File: config.mk
export PLATFORM = sky130hd
export DESIGN_NAME = i2c_sequencer
export DESIGN_NICKNAME = d
export VERILOG_FILES = /design/src/rtl/i2c_seq_pkg.sv /design/src/rtl/i2c_sequencer_sync2.sv /design/src/rtl/i2c_sequencer.sv
export SDC_FILE = /design/constraint.sdc
export NUM_CORES = 1
export LEC_CHECK = 0
export CAP_MARGIN = 30
export CORE_AREA = 10 10 237 239
export CTS_CLUSTER_DIAMETER = 150
export DETAILED_ROUTE_END_ITERATION = 8
export DIE_AREA = 0 0 247 249
export PLACE_DENSITY_LB_ADDON = 0.05
export SKIP_LAST_GASP = 1
export SLEW_MARGIN = 20
export SYNTH_ARGS = -nofsm -noshare
export SYNTH_HDL_FRONTEND = slang
export SYNTH_SLANG_ARGS = --single-unit
File: constraint.sdc
create_clock -name clk -period 7.2 [get_ports clk]
set_clock_uncertainty 0.05 [all_clocks]
set_input_delay 1.44 -clock clk [delete_from_list [all_inputs] [get_ports clk]]
set_output_delay 1.44 -clock clk [all_outputs]
set_load 0.05 [all_outputs]
File: src/rtl/i2c_seq_pkg.sv
// ----------------------------------------------------------------------------
// i2c_seq_pkg : opcodes, entry field positions and FSM states  (rev 1.0)
// ----------------------------------------------------------------------------
`default_nettype none

package i2c_seq_pkg;

  typedef enum logic [1:0] {
    OP_WRITE = 2'b00,
    OP_READ  = 2'b01,
    OP_DELAY = 2'b10,
    OP_END   = 2'b11
  } op_e;

  localparam int ENTRY_W = 33;
  localparam int OP_HI   = 32;
  localparam int OP_LO   = 31;
  localparam int ADDR_HI = 30;
  localparam int ADDR_LO = 24;
  localparam int REG_HI  = 23;
  localparam int REG_LO  = 16;
  localparam int DATA_HI = 15;
  localparam int DATA_LO = 0;

  typedef enum logic [2:0] {
    IDLE      = 3'd0,
    FETCH     = 3'd1,
    ISSUE     = 3'd2,
    WAIT_DONE = 3'd3,
    CAPTURE   = 3'd4,
    DELAY     = 3'd5,
    NEXT      = 3'd6,
    FINISH    = 3'd7
  } state_e;

endpackage

`default_nettype wire

File: src/rtl/i2c_sequencer_sync2.sv
// ----------------------------------------------------------------------------
// sync2 : generic 2-flop synchronizer for a single bit  (rev 1.0)
// ----------------------------------------------------------------------------
`default_nettype none

module sync2 (
  input  logic clk,
  input  logic rst,
  input  logic d_i,
  output logic q_o
);

  logic meta_q;
  logic sync_q;

  always_ff @(posedge clk) begin
    if (rst) begin
      meta_q <= 1'b0;
      sync_q <= 1'b0;
    end else begin
      meta_q <= d_i;
      sync_q <= meta_q;
    end
  end

  assign q_o = sync_q;

endmodule

`default_nettype wire

File: src/rtl/i2c_sequencer.sv
// ----------------------------------------------------------------------------
// i2c_sequencer : table-driven command sequencer feeding an I2C controller  (rev 1.0)
// ----------------------------------------------------------------------------
`default_nettype none

module i2c_sequencer
  import i2c_seq_pkg::*;
#(
  parameter int DEPTH   = 16,
  parameter int AW      = 4,
  parameter int TIMEOUT = 1000000
) (
  input  logic               clk,
  input  logic               rst,
  input  logic               start,
  input  logic               abort,
  input  logic               cmd_wr_en,
  input  logic [AW-1:0]      cmd_wr_addr,
  input  logic [ENTRY_W-1:0] cmd_wr_data,
  output logic               i2c_en,
  output logic [6:0]         i2c_addr,
  output logic [7:0]         i2c_reg,
  output logic               i2c_rw,
  output logic [15:0]        i2c_din,
  input  logic               i2c_busy,
  input  logic [15:0]        i2c_dout,
  output logic [15:0]        rd_data,
  output logic               rd_valid,
  output logic [AW-1:0]      rd_index,
  output logic               seq_busy,
  output logic               seq_done,
  output logic               seq_error
);

  localparam int TW = $clog2(TIMEOUT + 1);

  state_e             state_q;
  logic [AW-1:0]      pc_q;
  logic               en_q;
  logic [6:0]         addr_q;
  logic [7:0]         reg_q;
  logic               rw_q;
  logic [15:0]        din_q;
  logic [15:0]        rd_data_q;
  logic               rd_valid_q;
  logic [AW-1:0]      rd_index_q;
  logic               busy_q;
  logic               done_q;
  logic               error_q;
  logic               is_read_q;
  logic               abort_pend_q;
  logic [15:0]        dly_q;
  logic [TW-1:0]      tmo_q;

  logic [ENTRY_W-1:0] mem_q [DEPTH];
  logic [ENTRY_W-1:0] entry_q;
  logic [AW-1:0]      rd_addr_d;
  logic               busy_s;
  op_e                op_w;
  logic               tmo_hit_w;

  sync2 u_busy_sync (
    .clk (clk),
    .rst (rst),
    .d_i (i2c_busy),
    .q_o (busy_s)
  );

  // Address the RAM one cycle ahead so the entry is ready when FETCH is entered
  always_comb begin
    rd_addr_d = pc_q;
    if (state_q == IDLE) begin
      rd_addr_d = '0;
    end else if (state_q == NEXT) begin
      rd_addr_d = pc_q + AW'(1);
    end
  end

  always_ff @(posedge clk) begin
    if (cmd_wr_en) begin
      mem_q[cmd_wr_addr] <= cmd_wr_data;
    end
    entry_q <= (cmd_wr_en && (cmd_wr_addr == rd_addr_d)) ? cmd_wr_data : mem_q[rd_addr_d];
  end

  assign op_w      = op_e'(entry_q[OP_HI:OP_LO]);
  assign tmo_hit_w = (tmo_q == TW'(TIMEOUT - 1));

  always_ff @(posedge clk) begin
    if (rst) begin
      state_q      <= IDLE;
      pc_q         <= '0;
      en_q         <= 1'b0;
      addr_q       <= '0;
      reg_q        <= '0;
      rw_q         <= 1'b0;
      din_q        <= '0;
      rd_data_q    <= '0;
      rd_valid_q   <= 1'b0;
      rd_index_q   <= '0;
      busy_q       <= 1'b0;
      done_q       <= 1'b0;
      error_q      <= 1'b0;
      is_read_q    <= 1'b0;
      abort_pend_q <= 1'b0;
      dly_q        <= '0;
      tmo_q        <= '0;
    end else begin
      rd_valid_q <= 1'b0;
      done_q     <= 1'b0;
      case (state_q)
        IDLE: begin
          if (start && !abort) begin
            error_q <= 1'b0;
            pc_q    <= '0;
            busy_q  <= 1'b1;
            state_q <= FETCH;
          end
        end
        FETCH: begin
          if (abort) begin
            busy_q  <= 1'b0;
            state_q <= IDLE;
          end else begin
            case (op_w)
              OP_WRITE, OP_READ: begin
                addr_q       <= entry_q[ADDR_HI:ADDR_LO];
                reg_q        <= entry_q[REG_HI:REG_LO];
                din_q        <= entry_q[DATA_HI:DATA_LO];
                rw_q         <= (op_w == OP_READ);
                is_read_q    <= (op_w == OP_READ);
                en_q         <= 1'b1;
                tmo_q        <= '0;
                abort_pend_q <= 1'b0;
                state_q      <= ISSUE;
              end
              OP_DELAY: begin
                dly_q   <= entry_q[DATA_HI:DATA_LO];
                state_q <= DELAY;
              end
              default: state_q <= FINISH;
            endcase
          end
        end
        ISSUE: begin
          if (abort) abort_pend_q <= 1'b1;
          if (busy_s) begin
            tmo_q   <= '0;
            state_q <= WAIT_DONE;
          end else if (tmo_hit_w) begin
            en_q    <= 1'b0;
            error_q <= 1'b1;
            busy_q  <= 1'b0;
            state_q <= IDLE;
          end else begin
            tmo_q <= tmo_q + TW'(1);
          end
        end
        WAIT_DONE: begin
          if (abort) abort_pend_q <= 1'b1;
          // en must fall here, otherwise the controller re-arms from READY
          if (!busy_s) begin
            en_q <= 1'b0;
            if (is_read_q) begin
              state_q <= CAPTURE;
            end else if (abort_pend_q || abort) begin
              busy_q  <= 1'b0;
              state_q <= IDLE;
            end else begin
              state_q <= NEXT;
            end
          end else if (tmo_hit_w) begin
            en_q    <= 1'b0;
            error_q <= 1'b1;
            busy_q  <= 1'b0;
            state_q <= IDLE;
          end else begin
            tmo_q <= tmo_q + TW'(1);
          end
        end
        CAPTURE: begin
          rd_data_q  <= i2c_dout;
          rd_valid_q <= 1'b1;
          rd_index_q <= pc_q;
          if (abort_pend_q || abort) begin
            busy_q  <= 1'b0;
            state_q <= IDLE;
          end else begin
            state_q <= NEXT;
          end
        end
        DELAY: begin
          if (abort) begin
            busy_q  <= 1'b0;
            state_q <= IDLE;
          end else if (dly_q == 16'd0) begin
            state_q <= NEXT;
          end else begin
            dly_q <= dly_q - 16'd1;
          end
        end
        NEXT: begin
          if (abort) begin
            busy_q  <= 1'b0;
            state_q <= IDLE;
          end else if (pc_q == AW'(DEPTH - 1)) begin
            state_q <= FINISH;
          end else begin
            pc_q    <= pc_q + AW'(1);
            state_q <= FETCH;
          end
        end
        FINISH: begin
          done_q  <= 1'b1;
          busy_q  <= 1'b0;
          state_q <= IDLE;
        end
        default: begin
          en_q    <= 1'b0;
          busy_q  <= 1'b0;
          state_q <= IDLE;
        end
      endcase
    end
  end

  assign i2c_en    = en_q;
  assign i2c_addr  = addr_q;
  assign i2c_reg   = reg_q;
  assign i2c_rw    = rw_q;
  assign i2c_din   = din_q;
  assign rd_data   = rd_data_q;
  assign rd_valid  = rd_valid_q;
  assign rd_index  = rd_index_q;
  assign seq_busy  = busy_q;
  assign seq_done  = done_q;
  assign seq_error = error_q;

endmodule

`default_nettype wire

* Yosys cells after proc, flatten, opt, wreduce, memory -nomap -nowiden
Memory sizes are Yosys's and may differ from the RTL's. A register that Yosys moved wholly into a read port is not among the register bits.
Index checks and enable logic that the tools add are counted.
** Storage, ports and cells
- Bits in registers :: 103
- Latch bits :: 0
- RAM bits :: 528
- Memory bits (read-only) :: 0
- Input bits :: 59
- Output and inout bits :: 57
- Logic and storage cells :: 128
- Memories :: 1
** Memory list
- mem_q :: depth 16, width 33, rd ports 1, clocked after Yosys merged registers in 1, write ports 1, RTL line i2c_sequencer.sv:55 : logic [ENTRY_W-1:0] mem_q [DEPTH];
** Cells by class
- Add/sub/neg operators :: 3
- Multiply operators :: 0
- Divide/modulo/power cells :: 0
- Magnitude comparators :: 0
- Equal/unequal tests :: 25
- Shift-type cells :: 0
- Muxes and demuxes :: 57
- Bitwise operators :: 1
- Reductions and logical operators :: 23
** Operators with widths (count)
- two-way mux 20 bit :: 5
- two-way mux 16 bit :: 4
- one-hot mux 20 bit (3 select lines) :: 1
- two-way mux 3 bit :: 11
- one-hot mux 16 bit (2 select lines) :: 1
- one-hot mux 3 bit (8 select lines) :: 1
- AND reduction 4 bit :: 6
- two-way mux 1 bit :: 23
- adder 20 x 1 -> 20 bit, second input constant :: 1
- equality test 20 bit, second input constant :: 1
- two-way mux 4 bit :: 5
- logical NOT 16 bit :: 1
- != test 2 bit, second input constant :: 8
- subtractor 16 x 1 -> 16 bit, second input constant :: 1
- equality test 3 bit, second input constant :: 4
- != test 2 x 1 -> 1 bit, second input constant :: 4
- one-hot mux 4 bit (2 select lines) :: 1
- equality test 3 x 2 -> 1 bit, second input constant :: 2
- one-hot mux 1 bit (3 select lines) :: 2
- one-hot mux 1 bit (6 select lines) :: 1
- one-hot mux 3 bit (2 select lines) :: 1
- nonzero test 2 bit :: 3
- nonzero test 3 bit :: 2
- AND reduction 5 bit :: 1
- 18 further kinds :: 19

* Logic depth before layout (Yosys ltp)
- Depth in word-level cells :: 5
- Depth in mapped cells :: 10
- Mapped depth without buffers :: 8

* Modules after synthesis
A second synthesis with hierarchy kept.
** Unflattened totals
- Cell total of the unflattened synthesis :: 1405
- Area total of the unflattened synthesis :: 24898.9 um2
** By module, submodules not included
- i2c_sequencer :: times used 1, cells an instance 1401, area each 24846.3 um2, sequential area each 17957.2 um2
- sync2 :: times used 1, cells an instance 4, area each 52.6 um2, sequential area each 40.0 um2

* Least setup slack after synthesis
OpenSTA, ideal clock, no wires.
- Path type :: input port to flip-flop
- From :: input cmd_wr_addr[2]
- To :: memory mem_q[0][0] (enable)
- Library setup time :: 0.465 ns
- Data arrival time :: 4.225 ns
- Data required time :: 6.685 ns
- Setup slack :: 2.460 ns
- Stages :: 2
- Path buffers :: 0
- Path through :: or3b_2 > nor3_1
** RTL lines
- start, declared :: RTL line i2c_sequencer.sv:18 : input logic [AW-1:0] cmd_wr_addr,
- end, declared :: RTL line i2c_sequencer.sv:55
No word-level cell before the write port.

==> impl_metrics.toml <==
[setup_path]
critPathCaptureType = "flop"
data_required_time_at_the_worst_endpoint_ns = 7.68
path_class = "flop to flop"
critical_path_peak_fanout = 34
start_kind = "flop"
worstPathArrival_ns = 4.39

[global_routing]
initial_antenna_violation_count = 3
grt_usage = 0.1871
grt_first_pass_wirelength_microns = 86470
largest_net_degree_at_the_start_of_global_routing = 60
vias_in_the_first_global_route = 13980
grt_overflow_total = 0

[sta]
post-route-period-util = 0.5432
finalHoldWorstSlack_ns = 0.4001
number_of_hold_violations_in_the_final_report = 0
tightest_slew_ns = 0.9253
finalMaxSlewViolations = 0
setup_viol = 0
totalNegativeSetupSlack_ns = 0
rsz0062_at_grt = "no"
min_period_ns = 3.911
achievable-frequency_mhz = 255.7
slew_headroom = 0.3818

[routing]
detail_route.iter0.violations = 1014
top_signal_layer_used = "met5"
post-route-drc-count = 0
routed-via-count = 13491
wl_met2_microns = 27030
detail-route-antenna-nets = 0
drt_first_pass_iters = 5
post_drt_via_cell_ratio = 5.838
wl_met1_microns = 25440
met3_wirelength_microns = 3500
wirelength_microns = 56940
drt-wirelength-per-cell_microns = 24.64

[pwr]
p_int_w = 0.006179
power.density_cell_area_nw_per_um2 = 266.1
combinationalPowerShare = 0.031
netSwitchingFraction = 0.2030
power.leakage_nw = 8.834
totalPowerFinal_w = 0.007754
seqPwrFrac = 0.525
power.ir.vdd_worst_mv = 0.1969
switching_power_w = 0.001574
clock_power_share = 0.445

[place]
hpwl_microns = 30740
port_buffers = 115
routability_driven_placement_congestion_ratio = 0.7813

[floorplan]
chipWidth_microns = 247
dieHeight_microns = 249
initial_utilization = 0.4855
ioPinCount = 116
core-area_sq_um = 51200
overall_die_area_sq_um = 61500
num_rows = 83

[logic_synthesis]
yosys_most_used_dff = "sky130_fd_sc_hd__edfxtp_1"
synth.ff_latch_count = 635
ys.warnings.count = 0
synthArstFlopShare = 0
synthesis.instances = 1437
count_of_flip_flops_with_a_built_in_enable_after_synthesis = 528
synth.avg_cell_area_sq_um = 17.30
post_synth_num_cell_types = 62
synth.cell_area_sq_um = 24860
syn_nets = 1501
share_of_synthesized_area_occupied_by_flip_flops_and_latches = 0.7240

[clocking]
ctsHtreeMaxLevel = 3
clk_root_buffer_cell = "sky130_fd_sc_hd__clkbuf_16"
buffer_levels_on_the_longest_clock_path = 3
cts_buffers = 68
cts.sink_count = 635
clkSlewWorstSetupHoldPaths_ns = 0.06
hold_buffers = 0
post_cts.repair.setup_buffers = 0
worstSkewPairLatency_ns = 0.60
tritoncts = "built"
post_cts.resized_instances = 0

[cells_and_area]
drive_above_1_share = 0.1980
layout-area-overhead-vs-synth_pct = 17.22
layout.cells.most_common_list = "sky130_fd_sc_hd__edfxtp_1, sky130_fd_sc_hd__mux4_2, sky130_fd_sc_hd__clkdlybuf4s50_1"
antennaDiodeCount = 0
num-fill-cells = 3995
top_register = "mem_q"
layout.cells.most_common = "sky130_fd_sc_hd__edfxtp_1"
final_net_count = 1641
largestRegisters = "mem_q: 528 flops, tmo_q: 20 flops"
largest_register_ff_count = 528

[status]
status = "finished, final reports clean"

[flow_run]
cap_viol_max_count = 0

[worst_hold_path]
timing.hold.worst.class = "flop to flop"
[critical path: stages, from the launching register on]
cell and delay (ns):
sky130_fd_sc_hd__dfxtp_4 0.64, sky130_fd_sc_hd__buf_4 0.62, sky130_fd_sc_hd__buf_4 0.71, sky130_fd_sc_hd__mux4_2 0.58, sky130_fd_sc_hd__nand2_1 0.08, sky130_fd_sc_hd__and3_1 0.27, sky130_fd_sc_hd__a31oi_1 0.12, sky130_fd_sc_hd__buf_4 0.23
sky130_fd_sc_hd__or3_1 0.35, sky130_fd_sc_hd__a21oi_1 0.13
[cell usage after synthesis (5+ instances only)]
| cell | n | area, sq um |
|---|---|---|
| sky130_fd_sc_hd__xnor2_1 | 5 | 43.79 |
| sky130_fd_sc_hd__ha_1 | 5 | 62.56 |
| sky130_fd_sc_hd__a31oi_1 | 6 | 37.54 |
| sky130_fd_sc_hd__or3_1 | 9 | 56.30 |
| sky130_fd_sc_hd__o21a_1 | 5 | 37.54 |
| sky130_fd_sc_hd__nor2_1 | 104 | 390.4 |
| sky130_fd_sc_hd__mux4_2 | 148 | 3333 |
| sky130_fd_sc_hd__mux2i_1 | 28 | 280.3 |
| sky130_fd_sc_hd__nand3_1 | 21 | 105.1 |
| sky130_fd_sc_hd__nor4_1 | 7 | 43.79 |
| sky130_fd_sc_hd__a311oi_1 | 5 | 43.79 |
| sky130_fd_sc_hd__edfxtp_1 | 528 | 15860 |
| sky130_fd_sc_hd__mux2_2 | 14 | 157.7 |
| sky130_fd_sc_hd__a21oi_1 | 95 | 475.5 |
| sky130_fd_sc_hd__buf_1 | 11 | 41.29 |
| sky130_fd_sc_hd__o21ai_0 | 40 | 200.2 |
| sky130_fd_sc_hd__and3_1 | 5 | 31.28 |
| sky130_fd_sc_hd__nand2_1 | 109 | 409.1 |
| sky130_fd_sc_hd__clkbuf_1 | 41 | 153.9 |
| sky130_fd_sc_hd__buf_2 | 22 | 110.1 |
| sky130_fd_sc_hd__inv_1 | 14 | 52.55 |
| sky130_fd_sc_hd__nor3_1 | 19 | 95.09 |
| sky130_fd_sc_hd__nor2b_1 | 11 | 68.82 |
| sky130_fd_sc_hd__nand2b_1 | 9 | 56.30 |
| sky130_fd_sc_hd__a211oi_1 | 8 | 60.06 |
| sky130_fd_sc_hd__dfxtp_1 | 107 | 2142 |
[final cells by class]
| type | count | area (sq um) | share of cell area |
|---|---|---|---|
| Timing Repair Buffer | 146 | 1418 | 0.04865 |
| Tap cell | 680 | 850.8 | 0.02920 |
| Sequential cell | 635 | 18010 | 0.6181 |
| Multi-Input combinational cell | 712 | 6615 | 0.2270 |
| Clock inverter | 33 | 355.3 | 0.01220 |
| Inverter | 14 | 52.55 | 0.001804 |
| Clock buffer | 91 | 1837 | 0.06304 |
[power groups by stage]
| stage | clock, W | combinational (W) | sequential (W) |
|---|---|---|---|
| floorplan | 0 | 0.0000938 | 0.00416 |
| global placement | 0 | 0.000236 | 0.00414 |
| detailed placement | 0 | 0.000241 | 0.00415 |
| CTS | 0.00352 | 0.000242 | 0.00407 |
| global route | 0.00368 | 0.000260 | 0.00407 |
| finish | 0.00345 | 0.000239 | 0.00407 |
[final timing paths]
kind / from / slack [ns] / end / cells after the start
hold / removal: rd_data[7]$_SDFFE_PP0P_ / 0.40 / rd_data[7]$_SDFFE_PP0P_ / 2
setup reg to reg: flop / 3.29 / dly_q[0]$_SDFFE_PP0P_ / 9
hold reg to reg: rd_data[7]$_SDFFE_PP0P_ / 0.40 / rd_data[7]$_SDFFE_PP0P_ / 2
setup / recovery: flop / 3.29 / dly_q[0]$_SDFFE_PP0P_ / 9
[layer usage]
| layer | vias up | track usage |
|---|---|---|
| met2 | 389 | 0.2946 |
| met3 | 76 | 0.03749 |
| met5 | - | 0 |
| met4 | 4 | 0.05591 |
| met1 | 7038 | 0.2591 |
| li1 | 5984 | - |
[through the flow]
| stage | util | instance area, sq um | std cells | worst slack, ns |
|---|---|---|---|---|
| final | 0.5691 | 29140 | 2311 | 3.289 |
| after CTS | 0.5682 | 29090 | 2309 | 3.131 |
| after global routing | 0.5691 | 29140 | 2311 | 2.881 |
| after global placement | 0.5252 | 26890 | 2184 | 3.012 |
| after detailed placement | 0.5254 | 26900 | 2185 | 2.981 |
| after floorplan | - | 24860 | 1437 | 2.460 |
[cells by family (layout without fill, tap and decap cells)]
group	Yosys count	count (layout)	share of synthesized area
flops	635	635	0.7240
buf+inv	90	284	0.01500
mux	190	190	0.1517
simple gates	320	320	0.05884
fa+ha+maj	5	5	0.002517
compound gates	191	191	0.04581
xor+xnor	6	6	0.002114
Note: power is estimated with default switching activity, not from simulation.
